===== src/rtl/bw_nested_pic_if.sv =====
// I/O bus bundle for the BlackWidow nested PIC: cycle/strobe handshake,
// address/data and the ack/volatile responses.
interface bw_nested_pic_if;
    logic        cyc_i;
    logic        stb_i;
    logic        wr_i;
    logic [31:0] adr_i;
    logic [31:0] dat_i;
    logic        ack_o;
    logic [31:0] dat_o;
    logic        vol_o;

    modport master (
        output cyc_i, stb_i, wr_i, adr_i, dat_i,
        input  ack_o, dat_o, vol_o
    );

    modport slave (
        input  cyc_i, stb_i, wr_i, adr_i, dat_i,
        output ack_o, dat_o, vol_o
    );
endinterface


===== src/rtl/bw_nested_pic.sv =====
// Priority-level nested interrupt controller: per-source level/cause/enable/sense,
// claim/EOI in-service tracking, winner must exceed the running level.
module bw_nested_pic #(
    parameter logic [31:0] pIOAddress = 32'hFF95_0000,
    parameter int          NIRQ       = 32
) (
    input  logic               clk_i,
    input  logic               rst_i,
    bw_nested_pic_if.slave     bus,
    input  logic [NIRQ-1:0]    irq_i,
    output logic [3:0]         irqo,
    output logic [7:0]         causeo,
    output logic [7:0]         ido,
    output logic               nmio
);

    logic [7:0]      cause [NIRQ];
    logic [3:0]      level [NIRQ];
    logic [NIRQ-1:0] ie;
    logic [NIRQ-1:0] es;
    logic [NIRQ-1:0] pend;
    logic [NIRQ-1:0] insvc;
    logic [NIRQ-1:0] ib;
    logic [3:0]      thresh;
    logic [5:0]      best_id;
    logic [3:0]      best_lvl;
    logic            rdy1;

    logic        cs;
    logic [9:0]  word;
    logic        is_ctrl;
    logic [5:0]  ctrl_n;
    logic [5:0]  src;
    logic        wr_fire;
    logic        eoi_wr;
    logic        trig_wr;
    logic        clrp_wr;
    logic        thr_wr;
    logic        ctrl_wr;
    logic        claim_fire;
    logic [3:0]  rl;
    logic [3:0]  win_lvl;
    logic [5:0]  win_id;
    logic [7:0]  best_cause;
    logic [31:0] ctrl_rd;
    logic [31:0] rdata;
    logic        unused_bits;

    assign cs      = bus.cyc_i & bus.stb_i & (bus.adr_i[31:12] == pIOAddress[31:12]);
    assign word    = bus.adr_i[11:2];
    assign is_ctrl = (bus.adr_i[11:8] == 4'h4);
    assign ctrl_n  = bus.adr_i[7:2];
    assign src     = bus.dat_i[5:0];

    assign wr_fire = cs & bus.wr_i;
    assign eoi_wr  = wr_fire & ~is_ctrl & (word == 10'h001);
    assign trig_wr = wr_fire & ~is_ctrl & (word == 10'h002);
    assign clrp_wr = wr_fire & ~is_ctrl & (word == 10'h003);
    assign thr_wr  = wr_fire & ~is_ctrl & (word == 10'h004);
    assign ctrl_wr = wr_fire & is_ctrl;

    // Claim acts only on the first cycle of a read so a held strobe claims once.
    assign claim_fire = cs & ~bus.wr_i & ~rdy1 & ~is_ctrl & (word == 10'h000) & (best_lvl != 4'd0);

    assign bus.ack_o = cs & (bus.wr_i | rdy1);
    assign bus.vol_o = cs;

    assign unused_bits = ^{bus.adr_i[1:0], bus.dat_i[31:18], bus.dat_i[15:12]};

    always_comb begin
        rl = thresh;
        for (int n = 0; n < NIRQ; n++) begin
            if (insvc[n] && level[n] > rl) rl = level[n];
        end
        // Source 0 is the NMI and never competes; >= lets the higher index win ties.
        win_lvl = 4'd0;
        win_id  = 6'd0;
        for (int n = 1; n < NIRQ; n++) begin
            if (ie[n] && (pend[n] | (~es[n] & irq_i[n])) && level[n] > rl && level[n] >= win_lvl) begin
                win_lvl = level[n];
                win_id  = 6'(n);
            end
        end
    end

    always_comb begin
        best_cause = 8'd0;
        ctrl_rd    = 32'd0;
        for (int n = 0; n < NIRQ; n++) begin
            if (best_id == 6'(n)) best_cause = cause[n];
            if (ctrl_n == 6'(n))
                ctrl_rd = {12'd0, insvc[n], pend[n], es[n], ie[n], 4'd0, level[n], cause[n]};
        end
        rdata = 32'd0;
        if (is_ctrl) begin
            rdata = ctrl_rd;
        end else begin
            case (word)
                10'h000: rdata = (best_lvl != 4'd0) ? {12'd0, best_lvl, 2'd0, best_id, best_cause} : 32'd0;
                10'h004: rdata = {28'd0, thresh};
                default: rdata = 32'd0;
            endcase
        end
    end

    always_ff @(posedge clk_i) begin
        if (rst_i) begin
            ie        <= '0;
            es        <= '1;
            pend      <= '0;
            insvc     <= '0;
            ib        <= '0;
            thresh    <= 4'd0;
            best_id   <= 6'd0;
            best_lvl  <= 4'd0;
            irqo      <= 4'd0;
            causeo    <= 8'd0;
            ido       <= 8'd0;
            nmio      <= 1'b0;
            bus.dat_o <= 32'd0;
            rdy1      <= 1'b0;
            for (int n = 0; n < NIRQ; n++) begin
                cause[n] <= 8'd0;
                level[n] <= 4'd8;
            end
        end else begin
            ib       <= irq_i;
            rdy1     <= cs;
            best_id  <= win_id;
            best_lvl <= win_lvl;
            irqo     <= best_lvl;
            causeo   <= best_cause;
            ido      <= {2'd0, best_id};
            nmio     <= irq_i[0] & ie[0];
            if (thr_wr) thresh <= bus.dat_i[3:0];
            if (!cs)
                bus.dat_o <= 32'd0;
            else if (!rdy1)
                bus.dat_o <= rdata;
            // Priorities: CLRP beats any set; a new edge/TRIG beats the claim clear;
            // claim beats EOI.
            for (int n = 0; n < NIRQ; n++) begin
                if (clrp_wr && src == 6'(n))
                    pend[n] <= 1'b0;
                else if ((es[n] && irq_i[n] && !ib[n]) || (trig_wr && src == 6'(n)))
                    pend[n] <= 1'b1;
                else if (claim_fire && best_id == 6'(n) && es[n])
                    pend[n] <= 1'b0;

                if (claim_fire && best_id == 6'(n))
                    insvc[n] <= 1'b1;
                else if (eoi_wr && src == 6'(n))
                    insvc[n] <= 1'b0;

                if (ctrl_wr && ctrl_n == 6'(n)) begin
                    cause[n] <= bus.dat_i[7:0];
                    level[n] <= bus.dat_i[11:8];
                    ie[n]    <= bus.dat_i[16];
                    es[n]    <= bus.dat_i[17];
                end
            end
        end
    end

endmodule


===== src/flat_wrapper.sv =====
// flat-port wrapper written by rule: the top's interface ports become plain ports
module bw_nested_pic_flat 
#(
    parameter logic [31:0] pIOAddress = 32'hFF95_0000,
    parameter int          NIRQ       = 32
)
  (clk_i, rst_i, irq_i, irqo, causeo, ido, nmio, bus_cyc_i, bus_stb_i, bus_wr_i, bus_adr_i, bus_dat_i, bus_ack_o, bus_dat_o, bus_vol_o);
  bw_nested_pic_if bus_i ();
  input  logic clk_i;
  input  logic rst_i;
  input  logic [NIRQ-1:0] irq_i;
  output logic [3:0] irqo;
  output logic [7:0] causeo;
  output logic [7:0] ido;
  output logic nmio;
  input wire logic [$bits(bus_i.cyc_i)-1:0] bus_cyc_i;
  input wire logic [$bits(bus_i.stb_i)-1:0] bus_stb_i;
  input wire logic [$bits(bus_i.wr_i)-1:0] bus_wr_i;
  input wire logic [$bits(bus_i.adr_i)-1:0] bus_adr_i;
  input wire logic [$bits(bus_i.dat_i)-1:0] bus_dat_i;
  output wire logic [$bits(bus_i.ack_o)-1:0] bus_ack_o;
  output wire logic [$bits(bus_i.dat_o)-1:0] bus_dat_o;
  output wire logic [$bits(bus_i.vol_o)-1:0] bus_vol_o;
  assign bus_i.cyc_i = bus_cyc_i;
  assign bus_i.stb_i = bus_stb_i;
  assign bus_i.wr_i = bus_wr_i;
  assign bus_i.adr_i = bus_adr_i;
  assign bus_i.dat_i = bus_dat_i;
  assign bus_ack_o = bus_i.ack_o;
  assign bus_dat_o = bus_i.dat_o;
  assign bus_vol_o = bus_i.vol_o;
  bw_nested_pic #(.pIOAddress(pIOAddress), .NIRQ(NIRQ)) u_core (.clk_i(clk_i), .rst_i(rst_i), .bus(bus_i), .irq_i(irq_i), .irqo(irqo), .causeo(causeo), .ido(ido), .nmio(nmio));
endmodule

===== config.mk =====
export PLATFORM = sky130hd
export DESIGN_NAME = bw_nested_pic_flat
export DESIGN_NICKNAME = d
export VERILOG_FILES = /design/src/rtl/bw_nested_pic_if.sv /design/src/rtl/bw_nested_pic.sv /design/src/flat_wrapper.sv
export SDC_FILE = /design/constraint.sdc
export NUM_CORES = 2
export LEC_CHECK = 0
export ABC_AREA = 1
export CAP_MARGIN = 20
export CELL_PAD_IN_SITES_DETAIL_PLACEMENT = 1
export CELL_PAD_IN_SITES_GLOBAL_PLACEMENT = 1
export CORE_ASPECT_RATIO = 0.75
export CORE_MARGIN = 1
export CORE_UTILIZATION = 42
export CTS_CLUSTER_DIAMETER = 50
export DETAILED_ROUTE_END_ITERATION = 12
export PLACE_DENSITY = 0.88
export SYNTH_ARGS = -nofsm -noshare
export SYNTH_HDL_FRONTEND = slang
export SYNTH_SLANG_ARGS = --single-unit

===== constraint.sdc =====
create_clock -name clk_i -period 58.3 [get_ports clk_i]
set_input_delay 11.66 -clock clk_i [delete_from_list [all_inputs] [get_ports clk_i]]
set_output_delay 11.66 -clock clk_i [all_outputs]
set_load 0.01 [all_outputs]

[Word level (Yosys, flattened, before mapping)]
Memories as Yosys holds them, arrays and structs flattened.
Index checks and enable logic that the tools add are counted.
Operators by class
  add/sub/neg operators: 0
  multipliers: 0
  divide/modulo/power cells: 0
  $lt $le $gt $ge: 94
  equal/unequal tests: 99
  shifts and indexed selects: 0
  multiplexer cells: 451
  bitwise operators: 178
  reductions and logical operators: 548
Operator list (number)
  20-bit 2-to-1 mux: 33
  8-bit 2-to-1 mux: 64
  4-bit 2-to-1 mux: 103
  1-bit logical AND: 381
  6-bit by 5-bit == test with 1-bit output (second input constant): 48
  4-bit greater-than comparator: 63
  1-bit 2-to-1 mux: 227
  6-bit by 4-bit == test with 1-bit output (second input constant): 24
  2-bit nonzero test: 64
  4-bit >= comparator: 30
  1-bit OR: 96
  5-bit 2-to-1 mux: 16
  6-bit by 3-bit == test with 1-bit output (second input constant): 12
  2-bit OR reduction: 33
  32-bit one-hot mux with 2 select lines: 1
  1-bit bitwise AND: 47
  6-bit by 2-bit == test with 1-bit output (second input constant): 6
  1-bit inverter: 35
  1-bit logical NOT: 32
  1-bit logical OR: 32
  32-bit 2-to-1 mux: 1
  31-bit OR reduction: 1
  10-bit by 2-bit == test with 1-bit output (second input constant): 2
  20-bit == test (second input constant): 1
  other kinds (10): 18
Word-level totals
  register bits: 228
  bits in latches: 0
  memory bits (writable): 384
  ROM bits: 0
  logic and storage cells: 1512
  memories: 2
Memories
  u_core.cause: words 32, width 8, read ports 32, clocked after memory_dff 0, wr ports 32, RTL line bw_nested_pic.sv:17  | logic [7:0] cause [NIRQ];
  u_core.level: words 32, width 4, read ports 32, clocked after memory_dff 0, wr ports 32, RTL line bw_nested_pic.sv:18  | logic [3:0] level [NIRQ];

[Logic depth before layout (Yosys ltp)]
An unclocked memory read counts as a cell.
  depth after elaboration: 191
  gate-level depth with buffers: 599
  mapped depth without buffers: 598

[Least setup slack after synthesis]
No wires, ideal clock.
  kind: register to register
  start point: memory u_core.level[0][1]
  end point: register u_core.best_id[3]
  data arrival time: 64441 ps
  required time: 58187 ps
  path slack: -6254 ps
  cell stages (with the launch flop): 566
  cell sequence: edfxtp_1 ha_1 nand2_1 nor2_1 nor2_2 nand2_4 o21ai_1 inv_1 ha_1 inv_1 o21bai_1 nand4_1 nand2_4 nand2_4 nand2_1 o21ai_0 ha_1 inv_1 (+530 left out) o21ai_0 nor3_1 nand2_1 inv_1 nand2_1 and2_1 ha_1 a21boi_0 o21a_1 o21a_1 o221ai_1 a31oi_1 nand2_2 nand2_1 nor2_1 nand3_2 o21ai_1 inv_1
RTL lines
  start: declaration: RTL line bw_nested_pic.sv:18
  end signal: assignment: RTL line bw_nested_pic.sv:129  | best_id <= win_id;
  end: declaration: RTL line bw_nested_pic.sv:25  | logic [5:0] best_id;

==> flow_results.org <==
** Detailed routing
- The first TritonRoute pass finished after 7 iterations.
- WL per Instance :: 28.0 um
- Number of violations reported at the end of detailed-routing iteration 0 :: 6499
- The final route contains slightly below 50000 vias.
- In the routed layout, each cell is associated on average with a via count of about 6.4.
- The detail route stage leaves a number of antenna-violating nets equal to 0.
- For this block, the routed nets add up to about 210000 um of wire.
- In the routed design, unresolved DRC markers number 0.

** Die
- After floorplanning, the core was sized to cover a little under 100000 um^2.
- Die boundary width :: about 360 um
- Site row count :: 99
- Starting density of the core :: 0.424
- The floorplan step defined a die boundary enclosing between 90000 and 100000 um^2.
- The die is ~270 um tall.
- In this run the count of I/O pins placed on the die edge is roughly 160.

** Setup path
- Slack of the worst reg-to-reg path :: -7.77 ns
- CP Launch Type :: flip-flop
- Timing endpoint of the critical path :: u_core.best_id[3]
- At the worst endpoint, the required time is a little under 60 ns.
- The setup path with the least slack is of type flip-flop to flip-flop.
- The critical path starts at u_core.level[0][3].
- Reg-to-reg critical path startpoint :: u_core.level[0][3]
- Worst EP arrival :: 66.61 ns
- In this run the critical register-to-register path is captured at u_core.best_id[3].
- For this design, the slowest cell found on the critical path is edfxtp_1.
- Maximum net fanout on the critical path :: 7
- The number of cells on the worst reg-to-reg path is between 500 and 600.
- The largest single stage delay on the critical path is 0.48 ns.
- Critical Path Sink Type :: flip-flop
- The most numerous cell type found on the critical path is nand2_4.

** STA
- Final-report hold violation count :: 0
- Timing-limited maximum frequency :: about 15 MHz
- The routed design could run at a clock period as short as around 66 ns.
- The max-slew violation count was 0.
- Setup repair after global routing could not meet its margin everywhere.
- Tightest Pin Transition :: approximately 1.3 ns
- Measured against its own limit, the worst slew margin works out to 0.132.
- Worst-case clock skew :: about 0.034 ns
- In the post-route analysis, the smallest setup slack over all paths is -7.77 ns.
- Setup-violating endpoint count in the final report :: 9
- In the finished design, the share of the clock period the worst path needs comes to 1.13.

** Final layout
- Compared with the post-synthesis result, the final layout area differs by 35.1%.
- Total Nets Final :: roughly 6600
- The top cell types in the final layout, fill and taps aside, are 938 x nand2_1, 715 x buf_4, 686 x inv_1.
- Share of post-route cells with drive strength above 1 :: 0.299
- At the end of the flow the core is filled with cells to 0.573.
- Number of cells in the finished layout apart from fillers :: between 7000 and 8000
- The library cell used most frequently in the layout, excluding fill and tap cells, is nand2_1.

** Placement
- IO Port Bufs :: 117
- The HPWL after detailed placement is 128000 um.
- The number of placed instances, taps included, is roughly 7300.
- At the end of routability-driven placement, the weighted congestion stood at a little under 1.

** CTS
- After clock tree synthesis, the clock-pin slew on the worst setup and hold paths is around 0.070 ns.
- The H-tree was split into 2 levels.
- Number of buffers added by the clock tree synthesis step :: a little over 60
- In this run the deepest clock path goes through 3 buffers.
- Hold bufs inserted after CTS :: 0
- CTS tree :: built
- The later pin in the worst-skew pair is clocked with a latency of between 0.6 and 0.7 ns.
- CTS placed an instance of clkbuf_16 at the clock tree root.
- For this design, the sink count on the clock tree is just under 600.

** Logic synthesis
- Synthesis produced a netlist whose cell count is 5526.
- Cell accounting for the most synthesized area :: edfxtp_1
- In this run the mean area of a mapped cell was 7.46 um^2.
- Synthesis inferred around 590 register bits.
- Counting distinct cell types in the post-synthesis netlist gives 66.
- In the synthesized netlist the dominant register cell turns out to be edfxtp_1.
- The share of the Yosys chip area taken by registers is 0.381.
- Top cells by area in the synthesized netlist :: edfxtp_1 28%, dfxtp_1 10%, nand2_1 10%, ha_1 6.8%, inv_1 6.6%
- Area share of the leading cell type in the synthesized netlist :: 0.280
- After synthesis, the share of flip-flops with an asynchronous set or reset is 0.
- Count of flip-flops with a built-in enable after synthesis :: about 380
- Mapped cell area :: ~41000 um^2
- The Yosys step of the flow raised 0 warnings.

** Global routing
- Wire length of the first global-routing pass :: about 280000 um
- The number of global-route vias before repair came to roughly 48000.
- Largest net degree at the start of global routing :: between 80 and 90
- The initial antenna violation count was 5.
- Gr usage total :: 0.366
- Summed over all layers, the global routing overflow is 0.

** Worst hold path
- Type of the tightest min-delay check :: flip-flop to flip-flop
- Along the worst hold path, the cell count comes to 2.

** Flow run
- Across the run, the number of max-cap violations was 0.

** Power
- Across the VDD grid, the largest voltage drop is roughly 0.031 mV.
- Power density cells :: between 15 and 20 nW/um^2
- Leakage power :: 0.0234 uW

** Status
- The checks that failed: setup timing.
- Status :: finished with violations
worst min-delay path by stage:
stage	from	to	slack (ns)
after floorplan	u_core.best_lvl[0]	u_core.irqo[0]	0.42
after global placement	u_core.best_lvl[3]	u_core.irqo[3]	0.44
after detailed placement	u_core.best_lvl[3]	u_core.irqo[3]	0.46
after CTS	u_core.best_lvl[1]	u_core.irqo[1]	0.47
after global routing	u_core.es[6]	u_core.es[6]	0.50
final	u_core.best_lvl[1]	u_core.irqo[1]	0.48
kinds of logic (layout without fill, tap and decap cells):
| family | after synthesis | count (layout) | share of synthesized area |
|---|---|---|---|
| other | 1 | 25 | 0.0000910 |
| XOR/XNOR | 11 | 11 | 0.00234 |
| AND/OR/NAND/NOR | 2780 | 2780 | 0.315 |
| flip-flops | 593 | 593 | 0.381 |
| adder cells (fa/ha/maj) | 223 | 223 | 0.0677 |
| buffers and inverters | 957 | 1768 | 0.0937 |
| AO/OA/AOI/OAI | 961 | 961 | 0.139 |
per-layer routing:
| layer | wire length, um | share of wire | track usage |
|---|---|---|---|
| met5 | 13 | 0.000060 | 0 |
| met4 | 14500 | 0.067 | 0.158 |
| met3 | 26200 | 0.12 | 0.0783 |
| met2 | 97300 | 0.45 | 0.595 |
| met1 | 76900 | 0.36 | 0.468 |
power breakdown:
part	internal, uW	leakage [uW]	switching [uW]
Sequential	469	0.00539	24.6
Clock	230	0.00102	197
Combinational	51.7	0.0170	104
final cells by class:
| cell class | count | area, um^2 |
|---|---|---|
| fill | 11600 | 41600 |
| multi-input combinational | 3993 | 26200 |
| sequential | 593 | 15700 |
| timing repair buffer | 864 | 6930 |
| inverter | 788 | 3100 |
| clock buffer | 89 | 1850 |
| tap | 1313 | 1640 |
| clock inverter | 27 | 215 |
| antenna | 7 | 17.5 |
what timing repair did:
action / CTS / global route
buffers inserted: 191 / 68
setup endpoints to repair: 9 / 9
gates resized for setup: 397 / 605
gates cloned: 1 / 0
pin swaps: 327 / 430
cells in the mapped netlist, types with 8 or more instances:
cell type	number
xor2_1	11
nand2_1	1112
a221oi_1	41
inv_2	25
inv_1	727
o21a_1	8
o32ai_1	31
nor3_1	45
nand3_1	463
nor2_1	688
clkinv_1	23
clkbuf_2	13
edfxtp_1	384
nand4_1	98
nor2_4	30
a211oi_1	46
nor2_2	13
o22ai_1	70
ha_1	223
nor4_1	19
inv_4	8
clkbuf_1	123
buf_4	19
a21boi_0	8
o21ai_0	410
dfxtp_1	209
a311oi_1	16
o2111ai_1	27
nand3_2	31
nand2_2	184
nand2_4	72
o21bai_1	34
a31oi_1	8
a22oi_1	8
a21oi_1	212
o211ai_1	15
flip-flops by register name, indices dropped and copies added (netlist names):
register / count
u_core.best_id: 5
u_core.irqo: 4
u_core.causeo: 8
u_core.es: 32
u_core.pend: 32
u_core.bus.dat_o: 17
u_core.ib: 32
u_core.nmio: 1
u_core.cause: 256
u_core.ido: 5
u_core.insvc: 32
u_core.level: 128
u_core.ie: 32
u_core.thresh: 4
u_core.best_lvl: 4
u_core.rdy1: 1
critical path, delay by kind of cell (launching register included):
family          cells  cell delay (ns)
fa+ha+maj          51            14.33
compound gates    119            14.19
flops               1             0.48
buf+inv            92             9.16
simple gates      282            27.47
through the flow:
step / setup slack [ns] / area (um^2) / total power, uW / hold WS, ns / setup TNS [ns]
finish: -7.77 / 55700 / 1080 / 0.480 / -69.16
detailed placement: -6.70 / 47100 / 613 / 0.459 / -59.08
global placement: -3.58 / 47100 / 604 / 0.439 / -31.02
CTS: -3.01 / 51800 / 1020 / 0.472 / -26.32
floorplan: 0.00513 / 41400 / 561 / 0.416 / 0
global route: -10.01 / 55700 / 1090 / 0.495 / -89.42
Power figures use the tool's default switching activity.
